### src/rtl/vga_pkg.sv
// Shared VGA geometry, rect-controller state type and clamp helper.
package vga_pkg;
  localparam int unsigned HOR_PIXELS = 1024;
  localparam int unsigned VER_PIXELS = 768;
  localparam int unsigned POS_W      = 12;

  typedef logic [POS_W-1:0] pos_t;

  typedef enum logic {IDLE, PENDING} rect_ctl_state_t;

  function automatic pos_t clamp_pos(input pos_t v, input pos_t lim);
    return (v > lim) ? lim : v;
  endfunction
endpackage

### src/rtl/rect_pos_ctl_if.sv
// Position request channel from game logic: valid/ready with (x, y, show) payload.
interface rect_pos_ctl_if;
  import vga_pkg::*;

  logic req_valid;
  logic req_ready;
  pos_t req_x;
  pos_t req_y;
  logic req_show;

  modport master (output req_valid, req_x, req_y, req_show, input req_ready);
  modport slave  (input req_valid, req_x, req_y, req_show, output req_ready);
endinterface

### src/rtl/blink_timer.sv
// Frame counter toggling a blink phase every BLINK_FRAMES ticks; clear restarts visible.
// Updates on the clock edge after tick/clear; clear has priority over tick.
module blink_timer #(
  parameter int unsigned BLINK_FRAMES = 16
) (
  input  logic clk,
  input  logic rst,
  input  logic tick,
  input  logic clear,
  output logic phase
);
  localparam int unsigned CW = (BLINK_FRAMES > 1) ? $clog2(BLINK_FRAMES) : 1;
  localparam logic [CW-1:0] LAST = CW'(BLINK_FRAMES - 1);

  logic [CW-1:0] cnt;

  always_ff @(posedge clk) begin
    if (rst) begin
      cnt   <= '0;
      phase <= 1'b1;
    end else if (clear) begin
      cnt   <= '0;
      phase <= 1'b1;
    end else if (tick) begin
      if (cnt == LAST) begin
        cnt   <= '0;
        phase <= ~phase;
      end else begin
        cnt <= cnt + CW'(1);
      end
    end
  end
endmodule

### src/rtl/rect_pos_ctl.sv
// Tear-free draw_rect position controller: requests are clamped, shadowed and committed at vblank start.
// Commit visible 1 clk after vblank rise (enable 1 clk later); req_ready low while a request is pending.
module rect_pos_ctl
  import vga_pkg::*;
#(
  parameter int unsigned SCREEN_W     = HOR_PIXELS,
  parameter int unsigned SCREEN_H     = VER_PIXELS,
  parameter int unsigned RECT_WIDTH   = 48,
  parameter int unsigned RECT_HEIGHT  = 64,
  parameter int unsigned BLINK_FRAMES = 16
) (
  input  logic                 clk,
  input  logic                 rst,
  input  logic                 vblnk,
  rect_pos_ctl_if.slave        req,
  input  logic                 blink_en,
  output pos_t                 x_pos,
  output pos_t                 y_pos,
  output logic                 enable,
  output logic                 pending
);
  localparam pos_t X_MAX = pos_t'(SCREEN_W - RECT_WIDTH);
  localparam pos_t Y_MAX = pos_t'(SCREEN_H - RECT_HEIGHT);

  rect_ctl_state_t state, state_nxt;

  logic vb_d;
  logic vb_rise;
  logic accept;
  logic commit;
  logic show_r;
  logic phase;
  pos_t shadow_x;
  pos_t shadow_y;
  logic shadow_show;

  // vb_d resets high so leaving reset inside vblank is not seen as a frame start
  always_ff @(posedge clk) begin
    if (rst) vb_d <= 1'b1;
    else     vb_d <= vblnk;
  end

  assign vb_rise = vblnk & ~vb_d;

  always_ff @(posedge clk) begin
    if (rst) state <= IDLE;
    else     state <= state_nxt;
  end

  always_comb begin
    state_nxt     = state;
    req.req_ready = 1'b0;
    accept        = 1'b0;
    commit        = 1'b0;
    case (state)
      IDLE: begin
        req.req_ready = ~rst;
        accept        = req.req_valid & ~rst;
        if (accept) state_nxt = PENDING;
      end
      PENDING: begin
        commit = vb_rise;
        if (vb_rise) state_nxt = IDLE;
      end
      default: state_nxt = IDLE;
    endcase
  end

  always_ff @(posedge clk) begin
    if (rst) begin
      shadow_x    <= '0;
      shadow_y    <= '0;
      shadow_show <= 1'b0;
    end else if (accept) begin
      shadow_x    <= clamp_pos(req.req_x, X_MAX);
      shadow_y    <= clamp_pos(req.req_y, Y_MAX);
      shadow_show <= req.req_show;
    end
  end

  always_ff @(posedge clk) begin
    if (rst) begin
      x_pos  <= '0;
      y_pos  <= '0;
      show_r <= 1'b0;
    end else if (commit) begin
      x_pos  <= shadow_x;
      y_pos  <= shadow_y;
      show_r <= shadow_show;
    end
  end

  blink_timer #(
    .BLINK_FRAMES(BLINK_FRAMES)
  ) u_blink (
    .clk   (clk),
    .rst   (rst),
    .tick  (vb_rise),
    .clear (commit),
    .phase (phase)
  );

  always_ff @(posedge clk) begin
    if (rst) begin
      enable  <= 1'b0;
      pending <= 1'b0;
    end else begin
      enable  <= show_r & (~blink_en | phase);
      pending <= (state_nxt == PENDING);
    end
  end
endmodule

### src/flat_wrapper.sv
// flat-port wrapper written by rule: the top's interface ports become plain ports
module rect_pos_ctl_flat import vga_pkg::*;
#(
  parameter int unsigned SCREEN_W     = HOR_PIXELS,
  parameter int unsigned SCREEN_H     = VER_PIXELS,
  parameter int unsigned RECT_WIDTH   = 48,
  parameter int unsigned RECT_HEIGHT  = 64,
  parameter int unsigned BLINK_FRAMES = 16
)
  (clk, rst, vblnk, blink_en, x_pos, y_pos, enable, pending, req_req_valid, req_req_x, req_req_y, req_req_show, req_req_ready);
  rect_pos_ctl_if req_i ();
  input  logic clk;
  input  logic rst;
  input  logic vblnk;
  input  logic blink_en;
  output pos_t x_pos;
  output pos_t y_pos;
  output logic enable;
  output logic pending;
  input wire logic [$bits(req_i.req_valid)-1:0] req_req_valid;
  input wire logic [$bits(req_i.req_x)-1:0] req_req_x;
  input wire logic [$bits(req_i.req_y)-1:0] req_req_y;
  input wire logic [$bits(req_i.req_show)-1:0] req_req_show;
  output wire logic [$bits(req_i.req_ready)-1:0] req_req_ready;
  assign req_i.req_valid = req_req_valid;
  assign req_i.req_x = req_req_x;
  assign req_i.req_y = req_req_y;
  assign req_i.req_show = req_req_show;
  assign req_req_ready = req_i.req_ready;
  rect_pos_ctl #(.SCREEN_W(SCREEN_W), .SCREEN_H(SCREEN_H), .RECT_WIDTH(RECT_WIDTH), .RECT_HEIGHT(RECT_HEIGHT), .BLINK_FRAMES(BLINK_FRAMES)) u_core (.clk(clk), .rst(rst), .vblnk(vblnk), .req(req_i), .blink_en(blink_en), .x_pos(x_pos), .y_pos(y_pos), .enable(enable), .pending(pending));
endmodule
### config.mk
export PLATFORM = sky130hd
export DESIGN_NAME = rect_pos_ctl_flat
export DESIGN_NICKNAME = d
export VERILOG_FILES = /design/src/rtl/vga_pkg.sv /design/src/rtl/rect_pos_ctl_if.sv /design/src/rtl/blink_timer.sv /design/src/rtl/rect_pos_ctl.sv /design/src/flat_wrapper.sv
export SDC_FILE = /design/constraint.sdc
export NUM_CORES = 1
export LEC_CHECK = 0
export ABC_AREA = 1
export CORE_MARGIN = 2
export CORE_UTILIZATION = 46
export DETAILED_ROUTE_END_ITERATION = 12
export DONT_BUFFER_PORTS = 1
export MAX_ROUTING_LAYER = met4
export SLEW_MARGIN = 20
export SYNTH_ARGS = -nofsm -noshare
export SYNTH_HDL_FRONTEND = slang
export SYNTH_SLANG_ARGS = --single-unit
### constraint.sdc
create_clock -name clk -period 3.1 [get_ports clk]
set_input_delay 0.31 -clock clk [delete_from_list [all_inputs] [get_ports clk]]
set_output_delay 0.31 -clock clk [all_outputs]
set_load 0.03 [all_outputs]
==> results.yml <==
run_status:
  status: "complete, no violations"
sta:
  tightestPinTransition_ns: 0.6073
  maxSlewHeadroom_pct: 59.46
  finalHoldViolCount: 0
  rsz0062_at_grt: "no"
  fin_ws_ns: 1.386
  finalClockSkew_ns: 0.008566
  timing.final.setup_violations: 0
  fin_crit_ns: 1.714
  period_share_pct: 55.30
  tns_ns: 0
  drv_slew: 0
  maxClockFrequency_ghz: 0.5833
logic_synthesis:
  async_reset_ff_share_pct: 0
  synthAdderAreaFrac_pct: 0.5283
  synth_edf_count: 0
  synth_seq_cells: 58
  ys_types: 26
  synth_top_cell_area_share_pct: 49.02
  synth_nets: 344
  synthTopCellsByArea: "dfxtp_1 (49%), nand2_1 (12%), a21oi_1 (8.7%)"
  syn_avg_cell_area_um2: 7.567
  synthMostInstantiatedCell: "nand2_1"
  synthTopCellsByCount: "nand2_1 (77), dfxtp_1 (58), a21oi_1 (41)"
  yosysTopAreaCell: "dfxtp_1"
  synthCells: 313
  synth-seq-area-share_pct: 49.02
  yosys.area_share.simple_pct: 29.69
  yosys_warnings: 0
  ys.flop_type: "dfxtp_1"
  synth_xor_area_share_pct: 0.3698
  synth_top_family_by_area: "simple AND/OR/NAND/NOR gates"
  synthMuxAreaShare_pct: 0
  synth-compound-area-share_pct: 10.78
  synth_area_um2: 2369
finish:
  drive_above_1_share_pct: 8.280
  fillCellCount: 514
  antenna_cells: 0
  area_delta_synth_final_pct: 8.294
  finalNetCount: 340
drt:
  dr.pass1.iters: 4
  dr_wl_met3_um: 314
  drt-total-wl_mm: 4.725
  wl_per_cell_um: 12.30
  via_per_inst: 4.932
  highest_layer: "met4"
  vias: 1894
  drc_errors: 0
  drt_iter0_markers: 73
  wl_met1_mm: 2.268
  ant_nets: 0
  wl_met2_mm: 2.073
floorplan:
  rows: 26
  initial_core_util_pct: 46.97
  dieWidth_um: 75.76
  dieArea_um2: 5739
  ios: 57
  fp.dieH_um: 75.76
  design.core.area_um2: 5042
worst_setup_path:
  reg2reg_from: "u_core.pending"
  worstSetupEndpointType: "output pin"
  slowest_stage: "dfxtp_1"
  startpoint_type: "register"
  critical_path.top_delay_family: "flip-flops"
  worstPathCellList: "buf_4"
  worstSetupStartpoint: "u_core.pending"
  path_max_fanout: 15
  critPathRequiredTime_ns: 2.79
  slowest_delay_ns: 0.71
  critPathKind: "register to output pin"
  worstPathArrival_ns: 1.40
  critPathBufInv: 1
worst_hold_path:
  holdCritPathClass: "input port to register"
  hold_start: "rst"
pwr:
  vdd_ir_drop_max_mv: 0.2991
  power.share.clock_pct: 46.7
  swShare_pct: 22.51
  p_sw_uw: 366.7
  power_uw: 1629
  p_int_uw: 1262
  power_frac_comb_pct: 5.1
  pwr-share-seq_pct: 48.2
  powerDensity_nw_per_um2: 635.2
  p_leak_uw: 0.001081
grt:
  grt_pass1_wl_mm: 7.293
  grt_pass1_vias: 1599
  grt.total_usage_pct: 17.64
  antenna_found_initial: 0
  grt_max_degree: 34
  overflow: 0
placed_design:
  dp_hpwl_mm: 3.132
  gp_congestion: 0.7734
  preCtsSetupSlack_ns: 1.500
  port_buffers: 0
cts:
  clk_pin_slew_ns: 0.07
  postCtsHoldBufs: 0
  cts_resized: 0
  clk_latency_ns: 0.33
  cts_tree: "done"
  cts.path.max_buffers: 2
  post_cts_buffers: 0
  root_buffer: "clkbuf_8"
  cts_buffers: 9
  htreeDepth: 3
  numClockSinks: 58
flow_run:
  drv_cap: 0
through the flow:
stage | instance area, µm² | instances | utilization [%] | hold WS [ns]
5_1_grt | 2565 | 384 | 50.87 | 0.02435
3_5_place_dp | 2346 | 368 | 46.53 | 0.3848
2_1_floorplan | 2369 | 313 | - | 0.4081
3_3_place_gp | 2346 | 368 | 46.53 | 0.3829
6_report | 2565 | 384 | 50.87 | 0.04466
4_1_cts | 2565 | 384 | 50.87 | 0.02472
power groups by stage:
stage	Sequential, µW	Combinational, µW	Clock [µW]
6_report	785	83.1	761
4_1_cts	785	84.6	785
2_1_floorplan	796	86.0	0
3_3_place_gp	802	82.1	0
3_5_place_dp	801	84.2	0
5_1_grt	787	94.8	807
kinds of logic (layout without fill, tap and decap cells):
kind of cell               after synthesis  count (layout)
AOI/OAI and AO/OA                       49              49
xor gates and xnor gates                 1               1
adders and majority gates                1               1
buffers and inverters                   44              45
DFF                                     58              58
and+or+nand+nor                        160             160
area by class of cell:
type | count | area (µm²) | share of cell area, %
clock buffers | 11 | 141.4 | 5.512
repair buffers | 1 | 7.507 | 0.2927
flip-flops and latches | 58 | 1161 | 45.27
clock inverters | 5 | 77.57 | 3.024
inverters | 28 | 110.1 | 4.293
well taps | 70 | 87.58 | 3.415
multi-input cells | 211 | 979.7 | 38.20
final timing paths:
path / to / slack [ns] / cells after the start
min: u_core.y_pos[10] / 0.04 / 1
min reg2reg: u_core.enable / 0.45 / 2
max: pending / 1.39 / 1
max reg2reg: u_core.shadow_x[7] / 1.49 / 5
metal layers:
layer / up-vias / GRT usage [%]
li1: 998 / -
met1: 838 / 21.96
met2: 50 / 26.05
met3: 8 / 6.217
met4: 0 / 7.018
met5: - / -
registers in the layout, summed over array words and instances (netlist names), 4 cells and up:
signal	count
u_core.y_pos	12
u_core.x_pos	12
u_core.u_blink.cnt	4
u_core.shadow_x	12
u_core.shadow_y	12
layout by cell type (no fill, tap or decap), types with 3 or more instances in the layout:
cell type / synthesis / final
nand2_1: 77 / 77
dfxtp_1: 58 / 58
a21oi_1: 41 / 41
nand3_1: 39 / 39
nor2_1: 34 / 34
inv_1: 25 / 25
clkbuf_8: 0 / 10
o21ai_0: 4 / 4
nand2_4: 3 / 3
No activity file was read; power rests on OpenSTA's default activity.
